$ cat src/rtl/hyst_cmp_array.sv
// Multi-channel hysteresis comparator with per-channel debounce and toggle pulse.
// Each channel flips between A_LE and A_GT once the active condition holds for DB edges.
module hyst_cmp_array #(
    parameter int unsigned WIDTH = 8,
    parameter int unsigned CH    = 4,
    parameter int unsigned TH_W  = 4,
    parameter int unsigned DB    = 2
) (
    input  logic                  clk,
    input  logic                  rst,
    input  logic                  en,
    input  logic                  sclr,
    input  logic [TH_W-1:0]       th,
    input  logic [CH*WIDTH-1:0]   a_bus,
    input  logic [CH*WIDTH-1:0]   b_bus,
    output logic [CH-1:0]         out,
    output logic [CH-1:0]         chg
);

    localparam int unsigned CNT_W = (DB > 1) ? $clog2(DB + 1) : 1;
    // One spare bit above the wider operand so a+th and b+th never wrap
    localparam int unsigned CMP_W = ((WIDTH > TH_W) ? WIDTH : TH_W) + 1;
    localparam logic [CNT_W-1:0] CNT_LAST = CNT_W'(DB - 1);

    typedef enum logic {
        A_LE = 1'b0,
        A_GT = 1'b1
    } state_t;

    logic [CMP_W-1:0] th_x;
    assign th_x = CMP_W'(th);

    for (genvar g = 0; g < CH; g++) begin : g_ch
        logic [CMP_W-1:0] a_x;
        logic [CMP_W-1:0] b_x;
        logic             valid_c;
        logic             rise_c;
        logic             fall_c;
        logic             act_c;
        state_t           state;
        logic [CNT_W-1:0] cnt;

        assign a_x     = CMP_W'(a_bus[g*WIDTH +: WIDTH]);
        assign b_x     = CMP_W'(b_bus[g*WIDTH +: WIDTH]);
        assign valid_c = (a_x != '0) && (b_x != '0);
        assign rise_c  = valid_c && (a_x > (b_x + th_x));
        assign fall_c  = valid_c && (b_x > (a_x + th_x));
        assign act_c   = (state == A_LE) ? rise_c : fall_c;

        // Per-channel state, debounce counter and change pulse
        always_ff @(posedge clk or negedge rst) begin
            if (!rst) begin
                state  <= A_LE;
                cnt    <= '0;
                chg[g] <= 1'b0;
            end else if (sclr) begin
                state  <= A_LE;
                cnt    <= '0;
                chg[g] <= 1'b0;
            end else if (!en) begin
                cnt    <= '0;
                chg[g] <= 1'b0;
            end else begin
                chg[g] <= 1'b0;
                if (!act_c) begin
                    cnt <= '0;
                end else if (cnt == CNT_LAST) begin
                    state  <= (state == A_LE) ? A_GT : A_LE;
                    cnt    <= '0;
                    chg[g] <= 1'b1;
                end else begin
                    cnt <= cnt + CNT_W'(1);
                end
            end
        end

        assign out[g] = (state == A_GT);
    end

endmodule

$ cat config.mk
export PLATFORM = sky130hd
export DESIGN_NAME = hyst_cmp_array
export DESIGN_NICKNAME = d
export VERILOG_FILES = /design/src/rtl/hyst_cmp_array.sv
export SDC_FILE = /design/constraint.sdc
export NUM_CORES = 1
export LEC_CHECK = 0
export ABC_AREA = 1
export CAP_MARGIN = 20
export CORE_MARGIN = 10
export CORE_UTILIZATION = 42
export DETAILED_ROUTE_END_ITERATION = 16
export MAX_ROUTING_LAYER = met4
export PLACE_DENSITY = 0.69
export REMOVE_ABC_BUFFERS = 1
export SLEW_MARGIN = 10
export SYNTH_ARGS = -nofsm -noshare
export SYNTH_HDL_FRONTEND = slang
export SYNTH_SLANG_ARGS = --single-unit
$ cat constraint.sdc
create_clock -name clk -period 1.3 [get_ports clk]
set_input_delay 0.13 -clock clk [delete_from_list [all_inputs] [get_ports clk]]
set_output_delay 0.13 -clock clk [all_outputs]
set_load 0.01 [all_outputs]
# == Word-level counts from Yosys, hierarchy flattened ==
# Index checks and enable logic that the tools add are counted.
# classes
n_addsub,12
magnitude_cmp,8
n_eq_ne,4
n_mux,56
n_reduce_logical,33
# ops
op,n
$add 8x4->9,8
$gt 8x9->1,8
$reduce_bool 9->1,8
$mux 1,40
$mux 2,16
$reduce_bool 2->1,9
$logic_and 1x1->1,12
$reduce_and 3->1,4
$add 2x1->2 const B,4
$eq 2x1->1 const B,4
# totals
register_bits,16
inputBits,72
out_inout_bits,8
elab_cells,125

# == Logic depth before layout (Yosys ltp) ==
# logic_depth
ltp_word,7
mapped_depth,22
depth_no_buf,22

# == Least setup slack after synthesis ==
# No wires, ideal clock.
# synth_path
kind,input-to-reg
from,in th[1]
to,reg g_ch[2].state
setup_time_ns,0.117
arrival_time_ns,2.318
required_time_ns,1.183
path_slack_ns,-1.135
stages,16
n_path_buf,0
path_cell_list,inv_1 > fa_1 > nor2_1 > nor2_4 > nor2_1 > xnor2_1 > ha_1 > nand3_1 > inv_1 > and3_1 > nor2_1 > nand2_1 > a21oi_2 > nand3_2 > nor2_1 > nor2_1
# synth_between
elab_chain_cells,6
word_cells_on_any_way,9
cone_classes,2 x add/sub; 2 x order compare; 1 x mux; 4 x reduce/logical
# synth_lines
item,line_no,rtl
from (decl),13,"input logic [TH_W-1:0] th,"
"$add 8x4->9, on equally long branches","46, 47",
"$gt 8x9->1, on equally long branches","46, 47",
"$logic_and 1x1->1, on equally long branches","46, 47",
$mux 1 (*),48,assign act_c = (state == A_LE) ? rise_c : fall_c;
$reduce_bool 2->1 (no source line) (*),n/a,
$reduce_and 3->1 (no source line) (*),n/a,
to (signal assigned),68,state <= (state == A_LE) ? A_GT : A_LE;
to (decl),40,state_t state;
# Every way passes the cells marked *; elsewhere a longest branch is shown, timed or not.
# A chain may end at the register's enable or synchronous reset.

# == Worst setup path after layout ==
# layout_path
from,in th[1]
to,reg g_ch[0].state
# layout_between
elab_chain_cells,6
word_cells_on_any_way,9
cone_classes,2 x add/sub; 2 x order compare; 1 x mux; 4 x reduce/logical
# layout_lines
item,line_no
"$add 8x4->9, on equally long branches","46, 47"
"$gt 8x9->1, on equally long branches","46, 47"
"$logic_and 1x1->1, on equally long branches","46, 47"
$mux 1 (*),48
$reduce_bool 2->1 (no source line) (*),n/a
$reduce_and 3->1 (no source line) (*),n/a
to (signal assigned),68
to (decl),40
# Marked as above.

==> metrics.log <==
[metrics] vias per cell: 5.23
[metrics] number of standard-cell rows in the floorplan: 36
[metrics] overall fraction of global-route tracks in use: 22.4%
[metrics] number of max-cap violations: 0
[metrics] CTS tree: yes
[metrics] Filler Cells Inserted: 671
[metrics] vertical extent of the die: 119 um
[metrics] clock sink total: 16
[metrics] worst r2r dst: g_ch[2].state$_DFFE_PN0P_
[metrics] final critical-path setup slack: -1190 ps
[metrics] share of the cycle needed by the critical path after routing: 191%
[metrics] ranking of synthesized cells by area: ha_1 (29%), nand2_1 (12%), dfrtp_1 (9.7%)
[metrics] maximum fanout count along the critical path: 4
[metrics] number of nets in the layout: 1022
[metrics] global-route wire length before repair: 25900 um
[metrics] combinational family with the most area after synthesis: adder cells
[metrics] Worst path slowest cell: ha_1
[metrics] post-synthesis sequential element count: 16
[metrics] cell count after synthesis: 590
[metrics] max-slew violation count: 0
[metrics] master cell of the clock root buffer: clkbuf_8
[metrics] biggest area consumer among synthesized cells: ha_1
[metrics] total clock buffers created by CTS: 3
[metrics] headroom to the max-slew limit: 66.6%
[metrics] share of cell area taken by muxes after synthesis: 0%
[metrics] worst setup slack before clock tree synthesis: -1960 ps
[metrics] width of the chip: 119 um
[metrics] number of antenna violations at the first check in global routing: 0
[metrics] power per unit of standard cell area: 583 mW/mm^2
[metrics] placeable core region: 0.00968 sq mm
[metrics] count of routing violations after the opening detailed-route iteration: 327
[metrics] Worst setup EP type: register
[metrics] total stage count of the critical path: 19
[metrics] R2R Setup Slk: 140 ps
[metrics] Final Core Density: 75.8%
[metrics] Clock transition at path regs: 60 ps
[metrics] cells along the critical path: buf_6 > buf_6 > buf_4 > ha_4 > nand3_2 > nand2_4 > a21oi_4 > nor3_2 > xor2_1 > ha_1 > nand3_2 > nor4_4 > nor2_1 > nand2_1 > nand2_2 > nand3_2 > nand2_1 > nand2_1 > nor2_2
[metrics] Post-CTS Hold Fix Bufs: 0
[metrics] Ys Warns: 0
[metrics] number of routed nets with antenna violations: 0
[metrics] Max rail drop VDD: 328 uV
[metrics] compound-gate portion of the synthesized area: 9.45%
[metrics] run status: complete, but fails checks
[metrics] Worst Path Arrival: 2640 ps
[metrics] Final min period: 2490 ps
[metrics] slew at the pin closest to its max-slew limit: 502 ps
[metrics] Port Buffers: 79
[metrics] Static Leakage: 0.00367 uW
[metrics] Synth Flop Type: dfrtp_1
[metrics] Avg Inst Size Synth: 7.00 sq um
[metrics] CP delay by family, top: simple AND/OR/NAND/NOR gates
[metrics] Post-synth ARST share: 100%
[metrics] n_diodes: 0
[metrics] Post-Synth XOR/XNOR Area: 9.54%
[metrics] clock latency on the worst-skew pair: 250 ps
[metrics] effective utilization at floorplan: 42.6%
[metrics] most frequent cell after synthesis: nand2_1
[metrics] synth cell count leaders: nand2_1 (137), ha_1 (96), inv_1 (93)
[metrics] Ports: 80
[metrics] DR WL/cell: 17.6 um
[metrics] part of the Yosys area used for sequential elements: 9.69%
[metrics] post-synth cell types: 32
[metrics] type of origin of the critical path: input port
[metrics] hpwl dp: 11100 um
[metrics] post-synthesis share of cell area spent on full adders, half adders and majority gates: 33.0%
[metrics] EDFF count, synth: 0
[metrics] number of H-tree levels: 1
[metrics] Crit. Startpoint: th[1]
[metrics] area of the die: 0.0142 sq mm
[metrics] DR pass1 iterations: 5
[metrics] share of layout cells above drive strength 1: 43.8%
[metrics] total negative slack for setup checks: -16540 ps
[metrics] final hold violation count: 0
[metrics] fraction of post-synthesis cell area in the top cell type by area: 29.1%
[metrics] maximum clock rate: 402 MHz
[metrics] DRC violations left: 0
[metrics] vias after detailed routing: 5116
[metrics] Final setup violation count: 16
[metrics] overall power consumption: 4280 uW
[metrics] failing checks: setup timing
[metrics] maximum number of pins on one net before global-route repair: 17
[metrics] vias in the first global route: 5479
[metrics] maximum clock path buffer count: 2
[metrics] GPL Wtd Cong: 0.988
[metrics] synthesized cell area: 0.00413 sq mm
[metrics] total wire length: 17200 um
[metrics] residual overflow from global routing: 0
[metrics] depth of the worst register-to-register path: 6
[metrics] Crit path buffers/inverters: 3
[metrics] RSZ-0062 raised after global routing: true
[metrics] kind of critical path: input port to register
[metrics] required arrival time at the worst endpoint: 1450 ps
[metrics] Setup Skew: 1.84 ps
[metrics] slowest stage delay, CP: 340 ps
[metrics] simple-gate area share of the yosys netlist: 29.2%
[metrics] Layout area overhead: 77.8%
[metrics] crit path capture: g_ch[0].state$_DFFE_PN0P_
[metrics] class of the tightest hold or removal check: input port to async pin
[metrics] Reg-to-Reg Start: g_ch[2].state$_DFFE_PN0P_
[registers in the layout, indices dropped and copies added (netlist names)]
register and cells:
g_ch.cnt 8, chg 4, g_ch.state 4
[placed cells by master, fill, tap and decap left out, types with 3 or more instances in the layout]
cell type,instances
o21ai_0,3
xnor2_1,14
nor4_4,3
nor2_1,30
o21ai_4,5
ha_4,30
dlygate4sd2_1,18
a21oi_4,8
o21bai_1,3
inv_2,17
nand2_2,28
nand3_1,17
ha_1,66
clkdlybuf4s15_1,3
nor2_2,10
nand4_1,6
xor2_1,30
a21o_1,6
nand2_1,104
a21oi_2,12
nand2_4,6
clkbuf_2,11
buf_6,14
a21oi_1,20
clkbuf_8,4
buf_4,162
nor4_1,14
nand3_2,20
nor3_2,6
buf_2,5
nor2_4,7
inv_1,76
fa_2,8
dfrtp_1,16
clkdlybuf4s50_1,37
and3_1,3
[how the worst min path moves through the flow]
stage,to,depth (start not counted),start
2_1_floorplan,chg[0]$_DFF_PN0_,0,rst
3_3_place_gp,g_ch[3].cnt[1]$_DFF_PN0_,1,g_ch[3].cnt[0]$_DFF_PN0_
3_5_place_dp,chg[3]$_DFF_PN0_,2,rst
4_1_cts,chg[2]$_DFF_PN0_,2,rst
5_1_grt,chg[3]$_DFF_PN0_,2,rst
6_report,chg[3]$_DFF_PN0_,2,rst
[power by group]
part | switching (uW) | leakage (uW) | internal [uW]
clock network | 174 | 0.0000288 | 269
logic | 1700 | 0.00342 | 1610
registers | 17.4 | 0.000222 | 513
total | 1890 | 0.00367 | 2390
[metrics by stage]
step | cell area [sq um] | instances | hold WS, ps
CTS | 6960 | 969 | 206
finish | 7340 | 978 | 195
global placement | 6150 | 940 | 455
global route | 7340 | 978 | 220
detailed placement | 6150 | 940 | 472
floorplan | 4100 | 586 | -166
[timing repair]
item                                    in CTS  in global routing
endpoints found under the setup margin      21                 17
setup buffers                               26                 10
endpoints found under the hold margin        0                  0
resized for setup                          198                103
pin swaps                                  100                100
[routing by layer]
metal | up-vias | GRT usage, % | wire length, um
met5 | - | - | 0
met3 | 70 | 2.46 | 722
li1 | 2460 | - | -
met2 | 190 | 40.0 | 8770
met1 | 2396 | 24.7 | 7000
met4 | 0 | 9.01 | 704
[cell type report]
cell class	count	area, sq um	share of cell area, %
well taps	133	166	2.27
repair buffers	255	2090	28.5
clock buffers	4	55.1	0.750
multi-input cells	477	4280	58.3
flip-flops and latches	16	400	5.45
inverters	93	349	4.75
[logic make-up (layout without fill, tap and decap cells)]
group	count (synthesis)	after routing
buffers and inverters	97	352
XOR/XNOR	45	45
flip-flops	16	16
adder cells (fa/ha/maj)	104	104
AO/OA/AOI/OAI	63	63
AND/OR/NAND/NOR	265	265
No activity file was read; power rests on OpenSTA's default activity.
